File: src/rtl/qam16_pkg.sv
// Shared definitions for the 16QAM decision-threshold path: sample width,
// scheduler state encoding and the 2/3 gate scaling.
package qam16_pkg;

    localparam int unsigned DW = 26;

    // 1/2 + 1/8 + 1/32 approximates 2/3 of the tracked peak
    localparam int unsigned SH_A = 1;
    localparam int unsigned SH_B = 3;
    localparam int unsigned SH_C = 5;

    typedef enum logic [2:0] {
        IDLE,
        MEAS_I,
        UPD_I,
        MEAS_Q,
        UPD_Q
    } state_t;

    function automatic logic signed [DW-1:0] scale23(input logic signed [DW-1:0] p);
        return (p >>> SH_A) + (p >>> SH_B) + (p >>> SH_C);
    endfunction

endpackage

File: src/rtl/mgate_sched_peak_track.sv
// Signed max/min peak tracker; both peaks restart from zero on clear, so max stays
// non-negative and min stays non-positive.
module peak_track #(
    parameter int unsigned DW = 26
) (
    input  logic                 clk,
    input  logic                 rst,
    input  logic                 clr,
    input  logic                 smp,
    input  logic signed [DW-1:0] din,
    output logic signed [DW-1:0] pk_max,
    output logic signed [DW-1:0] pk_min
);

    always_ff @(posedge clk or negedge rst) begin
        if (!rst) begin
            pk_max <= '0;
            pk_min <= '0;
        end else if (clr) begin
            pk_max <= '0;
            pk_min <= '0;
        end else if (smp) begin
            if (din > pk_max) pk_max <= din;
            if (din < pk_min) pk_min <= din;
        end
    end

endmodule

File: src/rtl/mgate_sched.sv
// Time-shares one peak tracker between the I and Q branches and turns each window's
// peaks into upper/lower slicer gates, a half-span threshold and a lock flag.
module mgate_sched
    import qam16_pkg::*;
#(
    parameter int unsigned WIN_LOG2 = 8,
    parameter int unsigned LOCK_CNT = 4
) (
    input  logic                 clk,
    input  logic                 rst,
    input  logic                 en,
    input  logic signed [DW-1:0] din_i,
    input  logic signed [DW-1:0] din_q,
    input  logic                 din_vld,
    output logic signed [DW-1:0] gate_up_i,
    output logic signed [DW-1:0] gate_dn_i,
    output logic signed [DW-1:0] gate_up_q,
    output logic signed [DW-1:0] gate_dn_q,
    output logic signed [DW-1:0] thr_i,
    output logic signed [DW-1:0] thr_q,
    output logic                 gate_vld,
    output logic                 gate_ch,
    output logic                 locked
);

    localparam logic [WIN_LOG2:0] WIN_LEN = {1'b1, {WIN_LOG2{1'b0}}};
    localparam logic [WIN_LOG2:0] CNT_ONE = {{WIN_LOG2{1'b0}}, 1'b1};
    localparam logic [3:0]        LOCK_V  = 4'(LOCK_CNT);

    state_t               state_q;
    logic [WIN_LOG2:0]    cnt_q;
    logic [WIN_LOG2:0]    cnt_inc;
    logic [3:0]           round_q;

    logic                 trk_clr;
    logic                 trk_smp;
    logic signed [DW-1:0] trk_din;
    logic signed [DW-1:0] pk_max;
    logic signed [DW-1:0] pk_min;

    logic signed [DW-1:0] new_up;
    logic signed [DW-1:0] new_dn;
    logic        [DW:0]   span;
    logic signed [DW-1:0] new_thr;

    always_comb begin
        trk_clr = 1'b0;
        trk_smp = 1'b0;
        trk_din = din_i;
        cnt_inc = cnt_q + CNT_ONE;
        if (!en || state_q == UPD_I || state_q == UPD_Q) trk_clr = 1'b1;
        if (en && din_vld && (state_q == MEAS_I || state_q == MEAS_Q)) trk_smp = 1'b1;
        if (state_q == MEAS_Q) trk_din = din_q;
    end

    // Span is formed one bit wider so full-scale peaks of opposite sign cannot wrap
    always_comb begin
        new_up  = scale23(pk_max);
        new_dn  = scale23(pk_min);
        span    = {new_up[DW-1], new_up} - {new_dn[DW-1], new_dn};
        new_thr = span[DW:1];
    end

    peak_track #(
        .DW(DW)
    ) u_peak_track (
        .clk   (clk),
        .rst   (rst),
        .clr   (trk_clr),
        .smp   (trk_smp),
        .din   (trk_din),
        .pk_max(pk_max),
        .pk_min(pk_min)
    );

    always_ff @(posedge clk or negedge rst) begin
        if (!rst) begin
            state_q   <= IDLE;
            cnt_q     <= '0;
            round_q   <= '0;
            gate_up_i <= '0;
            gate_dn_i <= '0;
            gate_up_q <= '0;
            gate_dn_q <= '0;
            thr_i     <= '0;
            thr_q     <= '0;
            gate_vld  <= 1'b0;
            gate_ch   <= 1'b0;
            locked    <= 1'b0;
        end else begin
            gate_vld <= 1'b0;
            if (!en) begin
                state_q <= IDLE;
                cnt_q   <= '0;
                round_q <= '0;
                locked  <= 1'b0;
            end else begin
                unique case (state_q)
                    IDLE: state_q <= MEAS_I;
                    MEAS_I, MEAS_Q: begin
                        if (din_vld) begin
                            cnt_q <= cnt_inc;
                            if (cnt_inc == WIN_LEN) begin
                                state_q <= (state_q == MEAS_I) ? UPD_I : UPD_Q;
                            end
                        end
                    end
                    UPD_I: begin
                        gate_up_i <= new_up;
                        gate_dn_i <= new_dn;
                        thr_i     <= new_thr;
                        gate_vld  <= 1'b1;
                        gate_ch   <= 1'b0;
                        cnt_q     <= '0;
                        state_q   <= MEAS_Q;
                    end
                    UPD_Q: begin
                        gate_up_q <= new_up;
                        gate_dn_q <= new_dn;
                        thr_q     <= new_thr;
                        gate_vld  <= 1'b1;
                        gate_ch   <= 1'b1;
                        cnt_q     <= '0;
                        state_q   <= MEAS_I;
                        if (round_q != LOCK_V) round_q <= round_q + 4'd1;
                        if (round_q + 4'd1 >= LOCK_V) locked <= 1'b1;
                    end
                    default: state_q <= IDLE;
                endcase
            end
        end
    end

endmodule

File: config.mk
export PLATFORM = sky130hd
export DESIGN_NAME = mgate_sched
export DESIGN_NICKNAME = d
export VERILOG_FILES = /design/src/rtl/qam16_pkg.sv /design/src/rtl/mgate_sched_peak_track.sv /design/src/rtl/mgate_sched.sv
export SDC_FILE = /design/constraint.sdc
export NUM_CORES = 1
export LEC_CHECK = 0
export ABC_CLOCK_PERIOD_IN_PS = 8000
export CAP_MARGIN = 20
export CORE_MARGIN = 2
export CORE_UTILIZATION = 38
export CTS_CLUSTER_SIZE = 14
export DETAILED_ROUTE_END_ITERATION = 16
export GPL_TIMING_DRIVEN = 0
export HOLD_SLACK_MARGIN = 0.1
export PLACE_DENSITY = 0.68
export SETUP_SLACK_MARGIN = 0.4
export SYNTH_ARGS = -nofsm -noshare
export SYNTH_HDL_FRONTEND = slang
export SYNTH_SLANG_ARGS = --single-unit
File: constraint.sdc
create_clock -name clk -period 8 [get_ports clk]
set_input_delay 1.6 -clock clk [delete_from_list [all_inputs] [get_ports clk]]
set_output_delay 1.6 -clock clk [all_outputs]
set_load 0.05 [all_outputs]
==> impl_metrics.tcl <==
set metrics [dict create \
    status "finished, final reports clean" \
    postCtsSetupBuffers 0 \
    cp_slowest_cell "o311ai_1" \
    fp-row-count 73 \
    drtAntennaViolNets 0 \
    h-tree-depth 1 \
    drt-total-wl_um 48100 \
    numCtsBuffers 26 \
    relSlewSlack 0.366 \
    finalWorstPathRequiredPeriod_ps 5730 \
    crit_path_max_incr_delay_ps 710 \
    syn_inst 1694 \
    synth_ff_type "dfrtp_1" \
    clk_pin_slew_ps 60 \
    critPathArrivalTime_ps 6160 \
    port_buffers 214 \
    drive_above_1_share 0.0608 \
    core_um2 39900 \
    start_kind "flop" \
    hold_violations 0 \
    tightest_slew_ps 950 \
    maxCapViolCount 0 \
    cts_buffer_depth 3 \
    dpl_worst_slack_ps 2270 \
    max_freq_ghz 0.174 \
    syn_to_final_growth_pct 24.4 \
    vdd.ir_drop.worst_mv 0.164 \
    ys_ff_latch 227 \
    fin_setup_tns_ps 0 \
    rsz0062_at_grt "false" \
    async_flop_share 1.00 \
    syn_avg_cell_area_um2 9.10 \
    total_power_mw 3.77 \
    setup-violations-final 0 \
    worstSetupPathType "reg2reg" \
    worst_slack_ps 2270 \
    synth-edff-count 0 \
    cp-end-kind "flop" \
    grt_max_degree 83 \
    synth_top_area_cell "dfrtp_1" \
    cts.sinks 227 \
    antenna_found_initial 0 \
    clkLatencyLatePin_ps 550 \
    synth_nets 1922 \
    crit_fanout 6 \
    yosysSeqAreaShare 0.369 \
    num_vias 13625 \
    path_cells "inv_1, fa_1, inv_1, ha_1, inv_1, fa_1, nor2b_1, o31a_1, o22ai_1, o311ai_1, o31ai_1, xor2_1, inv_1, ha_1, nand2_1, o21ai_0, nor2b_1, o31ai_1, or3_1, o311a_1, nand2_1" \
    synth_area_um2 15400 \
    place_congestion 0.933 \
    worst_path_most_repeated_cell "inv_1" \
    ioPinCount 215 \
    fin_skew_ps 17.7 \
    power_density_nw_per_um2 197 \
    yosys_warnings 0 \
    p_leak_nw 8.63 \
    worstHoldPathType "reg2reg" \
    period_share 0.717 \
    drt-pass1-iter-count 5 \
    dp_hpwl_um 38500 \
    die_x_um 205 \
    die_area_um2 42200 \
    die_h_um 205 \
    cts_root_buf "clkbuf_16" \
    ctsHoldBuffers 0 \
    synthTopCellsByArea "dfrtp_1 37%, ha_1 10%, o21ai_0 6.9%" \
    cts_resized 0 \
    cts_tree "built" \
    wl_per_cell_um 19.4 \
    start_util 0.386 \
    ys_types 71 \
    nets 2166 \
    viasPerCell 5.49 \
    required_ps 8430 \
    grt_first_pass_wirelength_um 74600 \
    slew_violations 0 \
    grt_pass1_vias 13171 \
    synth_top_area_frac 0.369 \
    drcViolationCount 0 \
    drt_iter0_drc 1003 \
    overflow 0 \
    antennaDiodeCount 0 \
    track_usage 0.227 \
]
==> critical path: cells and delay by family, from the launching register on <==
family | cells | cell delay (ps)
adders and majority gates | 4 | 1410
buffers and inverters | 4 | 380
DFF | 1 | 500
AOI/OAI and AO/OA | 7 | 2320
and+or+nand+nor | 5 | 570
xor gates and xnor gates | 1 | 440
==> through the flow <==
stage	cell area (um2)	cells	hold slack, ps	utilization
2_1_floorplan	15400	1694	475	-
3_3_place_gp	18200	2433	462	0.456
3_5_place_dp	18300	2435	467	0.458
4_1_cts	19200	2481	482	0.480
5_1_grt	19200	2481	498	0.480
6_report	19200	2481	473	0.480
==> synth_stat cells (7+ instances only) <==
cell,count
a32oi_1,7
mux2_2,27
xor2_1,26
o211ai_1,12
ha_1,125
clkbuf_1,53
o21ai_0,211
o21a_1,11
nand2_1,228
and3_1,11
a21o_1,30
dfrtp_1,227
a211o_1,9
inv_1,105
buf_1,7
fa_1,47
a211oi_1,17
a31oi_1,10
nand3_2,20
nor3_1,26
nand3_1,35
a21oi_1,115
xnor2_1,36
mux2i_1,30
and2_1,10
nand4_1,19
nor2b_1,9
nor2_1,98
o31ai_1,21
nand2b_1,13
==> flip-flops by register name (all words and copies together) (netlist names) <==
| signal | count |
|---|---|
| u_peak_track.pk_max | 26 |
| locked | 1 |
| gate_up_q | 26 |
| gate_dn_q | 26 |
| gate_up_i | 26 |
| round_q | 4 |
| state_q | 3 |
| gate_vld | 1 |
| u_peak_track.pk_min | 26 |
| thr_q | 26 |
| cnt_q | 9 |
| thr_i | 26 |
| gate_dn_i | 26 |
| gate_ch | 1 |
==> worst paths after layout <==
kind,cells after the start,startpoint,slack [ps],end
setup / recovery,21,u_peak_track.pk_max[5]$_DFFE_PN0P_,2270,thr_i[24]$_DFFE_PN0P_
hold / removal,2,gate_up_q[5]$_DFFE_PN0P_,470,gate_up_q[5]$_DFFE_PN0P_
setup reg to reg,21,u_peak_track.pk_max[5]$_DFFE_PN0P_,2270,thr_i[24]$_DFFE_PN0P_
hold reg to reg,2,gate_up_q[5]$_DFFE_PN0P_,470,gate_up_q[5]$_DFFE_PN0P_
max in group asynchronous,2,rst,6120,gate_up_q[19]$_DFFE_PN0P_
min in group asynchronous,1,rst,1030,gate_dn_i[11]$_DFFE_PN0P_
==> layer usage <==
metal	global-route usage	wire length, um
met1	0.316	22200
met2	0.377	22500
met3	0.0239	2380
met4	0.0576	1070
met5	0	0
==> report_power, final <==
| group | switching [mW] | total [mW] | internal (mW) |
|---|---|---|---|
| clock network | 0.493 | 1.26 | 0.763 |
| registers | 0.0442 | 1.21 | 1.17 |
| logic | 0.841 | 1.30 | 0.459 |
==> area by class of cell <==
class                   count  area, um2
well taps                 525        657
clock buffers              34        762
fillers                  3741      20700
repair buffers            216       2200
clock inverters            12        145
plain buffers              71        329
flip-flops and latches    227       5680
inverters                 105        394
multi-input cells        1291       9000
==> layout by cell type (no fill, tap or decap), types with 11 or more instances in the layout <==
master,count
dfrtp_1,227
o31ai_1,21
nor2_1,98
o21a_1,11
clkbuf_16,27
nand3_1,35
fa_1,47
nand4_1,19
clkdlybuf4s50_1,213
a21oi_1,115
nand3_2,20
nand2b_1,13
inv_1,105
nand2_1,228
clkbuf_1,54
xnor2_1,36
ha_1,125
mux2_2,27
a21o_1,30
nor3_1,26
mux2i_1,30
xor2_1,26
a211oi_1,17
o211ai_1,12
o21ai_0,211
and3_1,11
==> cells by family (layout without fill, tap and decap cells) <==
group                      count (synthesis)  after routing  synth area share
and+or+nand+nor                          501            501             0.154
AOI/OAI and AO/OA                        499            499             0.194
DFF                                      227            227             0.369
buffers and inverters                    176            438            0.0469
adders and majority gates                172            172             0.163
xor gates and xnor gates                  62             62            0.0352
muxes                                     57             57            0.0392
(Power assumes the default switching activity.)
